**config.mk**
```make
export PLATFORM = sky130hd
export DESIGN_NAME = iterative_alu
export DESIGN_NICKNAME = d
export VERILOG_FILES = /design/src/rtl/iterative_alu.sv
export SDC_FILE = /design/constraint.sdc
export NUM_CORES = 1
export LEC_CHECK = 0
export ABC_AREA = 0
export BUFFER_PORTS_ARGS = -buffer_cell sky130_fd_sc_hd__buf_4
export CELL_PAD_IN_SITES_DETAIL_PLACEMENT = 1
export CELL_PAD_IN_SITES_GLOBAL_PLACEMENT = 1
export CORE_ASPECT_RATIO = 1.1
export CORE_MARGIN = 4
export CORE_UTILIZATION = 46
export DETAILED_ROUTE_END_ITERATION = 10
export PLACE_DENSITY_LB_ADDON = 0.1
export SYNTH_ARGS = -nofsm -noshare
export SYNTH_HDL_FRONTEND = slang
export SYNTH_SLANG_ARGS = --single-unit
```
**constraint.sdc**
```tcl
create_clock -name clk -period 5.9 [get_ports clk]
set_clock_uncertainty 0.2 [all_clocks]
set_input_delay 1.18 -clock clk [delete_from_list [all_inputs] [get_ports clk]]
set_output_delay 1.18 -clock clk [all_outputs]
set_load 0.02 [all_outputs]
```
**src/rtl/iterative_alu.sv**
```systemverilog
// Multi-cycle execute unit: single-cycle logic/arithmetic/compare, iterative 1-bit-per-cycle shifts.
// Define ITERATIVE_ALU_FAST_SHIFT_EN to replace the iterative shifter with a single-cycle barrel shifter.
package iterative_alu_pkg;
  typedef enum logic [3:0] {
    ALU_ADD  = 4'd0,
    ALU_SUB  = 4'd1,
    ALU_SLT  = 4'd2,
    ALU_SLTU = 4'd3,
    ALU_XOR  = 4'd4,
    ALU_OR   = 4'd5,
    ALU_AND  = 4'd6,
    ALU_SLL  = 4'd7,
    ALU_SRL  = 4'd8,
    ALU_SRA  = 4'd9
  } aluop_e;
endpackage

module iterative_alu
  import iterative_alu_pkg::*;
#(
  parameter int XLEN = 32
) (
  input  logic            clk,
  input  logic            rst,
  input  logic            in_valid,
  output logic            in_ready,
  input  aluop_e          alu_op,
  input  logic [XLEN-1:0] src_a,
  input  logic [XLEN-1:0] src_b,
  output logic            out_valid,
  input  logic            out_ready,
  output logic [XLEN-1:0] result,
  output logic            zero,
  output logic            busy
);

  localparam int SW = $clog2(XLEN);

  typedef enum logic [1:0] {IDLE, SHIFT, DONE} state_e;

  state_e        state;
  logic          accept;
  logic [SW-1:0] shamt;

  function automatic logic [XLEN-1:0] exec(input aluop_e op, input logic [XLEN-1:0] a,
                                           input logic [XLEN-1:0] b);
    logic signed [XLEN-1:0] sa;
    logic signed [XLEN-1:0] sb;
    sa = a;
    sb = b;
    case (op)
      ALU_SUB:  return a - b;
      ALU_SLT:  return {{(XLEN-1){1'b0}}, sa < sb};
      ALU_SLTU: return {{(XLEN-1){1'b0}}, a < b};
      ALU_XOR:  return a ^ b;
      ALU_OR:   return a | b;
      ALU_AND:  return a & b;
`ifdef ITERATIVE_ALU_FAST_SHIFT_EN
      ALU_SLL:  return a << b[SW-1:0];
      ALU_SRL:  return a >> b[SW-1:0];
      ALU_SRA:  return $unsigned(sa >>> b[SW-1:0]);
`endif
      default:  return a + b;  // ADD and every unlisted encoding
    endcase
  endfunction

  assign shamt    = src_b[SW-1:0];
  assign accept   = in_valid && in_ready;
  assign in_ready = (state == IDLE) || (state == DONE && out_ready);
  assign zero     = (result == '0);

`ifdef ITERATIVE_ALU_FAST_SHIFT_EN
  assign busy = 1'b0;

  always_ff @(posedge clk or posedge rst) begin
    if (rst) begin
      state     <= IDLE;
      out_valid <= 1'b0;
      result    <= '0;
    end else if (accept) begin
      result    <= exec(alu_op, src_a, src_b);
      state     <= DONE;
      out_valid <= 1'b1;
    end else if (state == DONE && out_ready) begin
      state     <= IDLE;
      out_valid <= 1'b0;
    end
  end
`else
  aluop_e        op_q;
  logic [SW-1:0] cnt;

  function automatic logic is_shift(input aluop_e op);
    return (op == ALU_SLL) || (op == ALU_SRL) || (op == ALU_SRA);
  endfunction

  function automatic logic [XLEN-1:0] shift1(input aluop_e op, input logic [XLEN-1:0] v);
    case (op)
      ALU_SLL: return {v[XLEN-2:0], 1'b0};
      ALU_SRL: return {1'b0, v[XLEN-1:1]};
      default: return {v[XLEN-1], v[XLEN-1:1]};
    endcase
  endfunction

  // The accept cycle performs the first shift step, so shamt s finishes after max(s,1) cycles.
  always_ff @(posedge clk or posedge rst) begin
    if (rst) begin
      state     <= IDLE;
      out_valid <= 1'b0;
      busy      <= 1'b0;
      result    <= '0;
      op_q      <= ALU_ADD;
      cnt       <= '0;
    end else begin
      case (state)
        SHIFT: begin
          result <= shift1(op_q, result);
          cnt    <= cnt - SW'(1);
          if (cnt == SW'(1)) begin
            state     <= DONE;
            out_valid <= 1'b1;
            busy      <= 1'b0;
          end
        end
        default: begin
          if (accept) begin
            op_q <= alu_op;
            if (is_shift(alu_op) && shamt > SW'(1)) begin
              result    <= shift1(alu_op, src_a);
              cnt       <= shamt - SW'(1);
              state     <= SHIFT;
              out_valid <= 1'b0;
              busy      <= 1'b1;
            end else begin
              if (!is_shift(alu_op))
                result <= exec(alu_op, src_a, src_b);
              else if (shamt == SW'(1))
                result <= shift1(alu_op, src_a);
              else
                result <= src_a;
              state     <= DONE;
              out_valid <= 1'b1;
            end
          end else if (state == DONE && out_ready) begin
            state     <= IDLE;
            out_valid <= 1'b0;
          end
        end
      endcase
    end
  end
`endif

endmodule

```
==> impl_metrics.env <==
export IMPL_status="completed"
export IMPL_synth_cell_types=79
export IMPL_slew_headroom_pct=34.3
export IMPL_antenna_cells=0
export IMPL_hpwl_mm=25.1
export IMPL_synth_area_leader_cell="ha_1"
export IMPL_routabilityCongestion=0.897
export IMPL_worstSetupEndpointType="flip-flop"
export IMPL_path_max_fanout=4
export IMPL_cp_start_kind="input pin"
export IMPL_comb_power_share_pct=61.1
export IMPL_p_clk_share_pct=12.6
export IMPL_p_leak_nw=4.25
export IMPL_syn_cell_area_mm2=0.00816
export IMPL_die_x_um=135
export IMPL_clkTransAtPathRegs_ps=60
export IMPL_synth_seq_cells=44
export IMPL_pwr_share_seq_pct=26.2
export IMPL_grt_max_degree=55
export IMPL_swShare_pct=51.1
export IMPL_vias=9866
export IMPL_wl_per_cell_um=22.3
export IMPL_syn_inst=1216
export IMPL_syn_area_per_cell_um2=6.71
export IMPL_wl_mm=33.6
export IMPL_final_max_slew_viol_count=0
export IMPL_io_pins=108
export IMPL_r2r_slack_ps=2610
export IMPL_grt_pass1_vias=10005
export IMPL_p_int_mw=1.11
export IMPL_rows=50
export IMPL_fin_crit_sh_pct=84.4
export IMPL_period_minus_slack_ps=4980
export IMPL_overflow=0
export IMPL_drtPass1Iterations=5
export IMPL_drc_errors=0
export IMPL_core_mm2=0.0172
export IMPL_initial_core_util_pct=47.4
export IMPL_synthAdderAreaFrac_pct=15.8
export IMPL_nets=1447
export IMPL_cts_root_buffer="clkbuf_16"
export IMPL_synth_nets=1390
export IMPL_drt_vias_per_instance=6.54
export IMPL_worst_slew_pin_slew_ps=984
export IMPL_dieHeight_um=148
export IMPL_p_per_area_mw_per_mm2=245
export IMPL_critPathKind="in -> reg"
export IMPL_switchingPower_mw=1.16
export IMPL_clk_latency_ps=280
export IMPL_hold_worst_slack_ps=297
export IMPL_ir_worst_vdd_v=0.000306
export IMPL_cts_hold_buf=0
export IMPL_synth_warnings=0
export IMPL_grt_total_usage_pct=32.7
export IMPL_timing_fmax_mhz=201
export IMPL_ant_nets=0
export IMPL_clockBufferDepth=2
export IMPL_synth_simple_gate_area_share_pct=21.1
export IMPL_cts_sinks=44
export IMPL_synth_mux_area_share_pct=0.613
export IMPL_ys_async_sr_fraction_pct=100
export IMPL_tns_ps=0
export IMPL_drv_cap=0
export IMPL_finalSetupViolCount=0
export IMPL_antenna_found_initial=0
export IMPL_cts_setup_buffers=0
export IMPL_rsz0062_at_grt="no"
export IMPL_hold_path_class="reg -> reg"
export IMPL_die_area_mm2=0.0199
export IMPL_grt_pass1_wl_mm=53.3
export IMPL_htreeDepth=2
export IMPL_synthXorXnorAreaFrac_pct=1.61
export IMPL_synthFlopType="dfrtp_1"
export IMPL_cts_made_buffers=5
export IMPL_cts_tree="built"
export IMPL_hold_viol=0
export IMPL_synth_compound_area_share_pct=38.8
export IMPL_syn2layout_area_growth_pct=13.8
export IMPL_worstPathRequired_ps=5860
export IMPL_ctsResizeCount=0
export IMPL_synth_top_area_share_pct=15.3
export IMPL_synth_top_family_by_area="compound AO/OA/AOI/OAI gates"
export IMPL_synth_edf_count=0
export IMPL_drive_gt1_share_pct=12.8
export IMPL_cp_arrival_ps=4940
export IMPL_port_buffers=107
export IMPL_synth_area_leaders="ha_1 (15%), dfrtp_1 (13%), a21oi_1 (9.3%)"
export IMPL_drt_iter0_markers=823
export IMPL_synth_seq_area_share_pct=13.5
synth_stat cells (10+ instances only):
| cell type | n |
|---|---|
| a21oi_1 | 152 |
| o211ai_1 | 20 |
| o31ai_1 | 12 |
| o21ai_0 | 88 |
| nand2b_1 | 10 |
| a221o_1 | 10 |
| nor2_1 | 113 |
| inv_1 | 99 |
| o221ai_1 | 11 |
| nor4_1 | 15 |
| a31oi_1 | 34 |
| nand2_1 | 168 |
| a21o_1 | 14 |
| nor3_1 | 26 |
| o2111ai_1 | 12 |
| ha_1 | 100 |
| xnor2_1 | 13 |
| dfrtp_1 | 44 |
| nand3_1 | 12 |
| a22oi_1 | 11 |
| a221oi_1 | 13 |
| a211oi_1 | 26 |
| clkbuf_1 | 61 |
sequential cells by signal, summed over array words and instances, names as in the netlist:
register and flops:
result 32, state 1, op_q 4, out_valid 1, busy 1, cnt 5
worst paths after layout:
path,from,endpoint,depth (start not counted)
worst max-delay path,src_a[0],result[30],16
worst min-delay path,busy,busy,2
worst max register to register,out_valid,result[24],10
worst min register to register,busy,busy,2
max in group asynchronous,rst,result[26],2
min in group asynchronous,rst,op_q[0],2
cells by family after synthesis:
logic type / count (synthesis)
buf+inv: 181
fa+ha+maj: 102
flops: 44
xor+xnor: 15
compound gates: 480
mux: 5
simple gates: 389
area by class of cell:
class,instances,area (µm²)
clock buffers,8,146
repair buffers,130,976
flip-flops and latches,44,1100
inverters,101,379
well taps,234,293
multi-input cells,991,6390
fillers,2368,7920
power groups by stage:
stage | logic [mW] | clock network [mW] | registers (mW)
3_5_place_dp | 1.37 | 0 | 0.589
3_3_place_gp | 1.32 | 0 | 0.585
6_report | 1.39 | 0.288 | 0.598
5_1_grt | 1.52 | 0.301 | 0.612
2_1_floorplan | 0.810 | 0 | 0.624
4_1_cts | 1.38 | 0.289 | 0.590
routing by layer:
metal	global-route usage, %	vias to the layer above	part of all wire (%)
met1	41.7	4775	41
met3	2.89	126	5.9
met5	0	-	0
met4	16.3	0	5.5
li1	-	4518	-
met2	55.3	447	47
worst max-delay path, cell delays in order:
cell       delay, ps
buf_4            120
inv_1             90
ha_1             190
inv_1             60
fa_1             400
nor3b_1          170
o31ai_1          350
a21oi_1          190
o31ai_1          500
a31oi_1          210
a31oi_1          430
nor4_1            90
or4_1            540
mux2i_1          150
a2bb2oi_1        180
o31ai_1           80
through the flow:
stage	setup slack, ps	cell area [µm²]	utilization [%]	total power [mW]	instances
3_3_place_gp	898	9140	53.1	1.91	1500
3_5_place_dp	693	9140	53.1	1.96	1500
5_1_grt	670	9290	54.0	2.43	1508
4_1_cts	960	9290	54.0	2.26	1508
2_1_floorplan	1640	8160	-	1.43	1216
6_report	923	9290	54.0	2.28	1508
cells in the final DEF (no fill, tap or decap), drive strengths merged, types with 5 or more instances in the layout:
cell       n
o31ai     13
clkbuf     8
nand2b    10
nand2    168
o221ai    11
o21ai     91
dfrtp     44
nor4      15
o211ai    21
o22ai      9
nor3      27
nand3     12
a22oi     11
a211oi    27
nor2     113
nor2b      6
o41ai      5
inv      101
a221o     10
o2111ai   12
a31oi     37
ha       100
nand4      8
buf      130
o21a       7
o21bai     9
mux2i      5
a221oi    13
a2111oi    5
a21o      15
a21oi    152
xnor2     13
and2       5
Power figures use the tool's default switching activity.
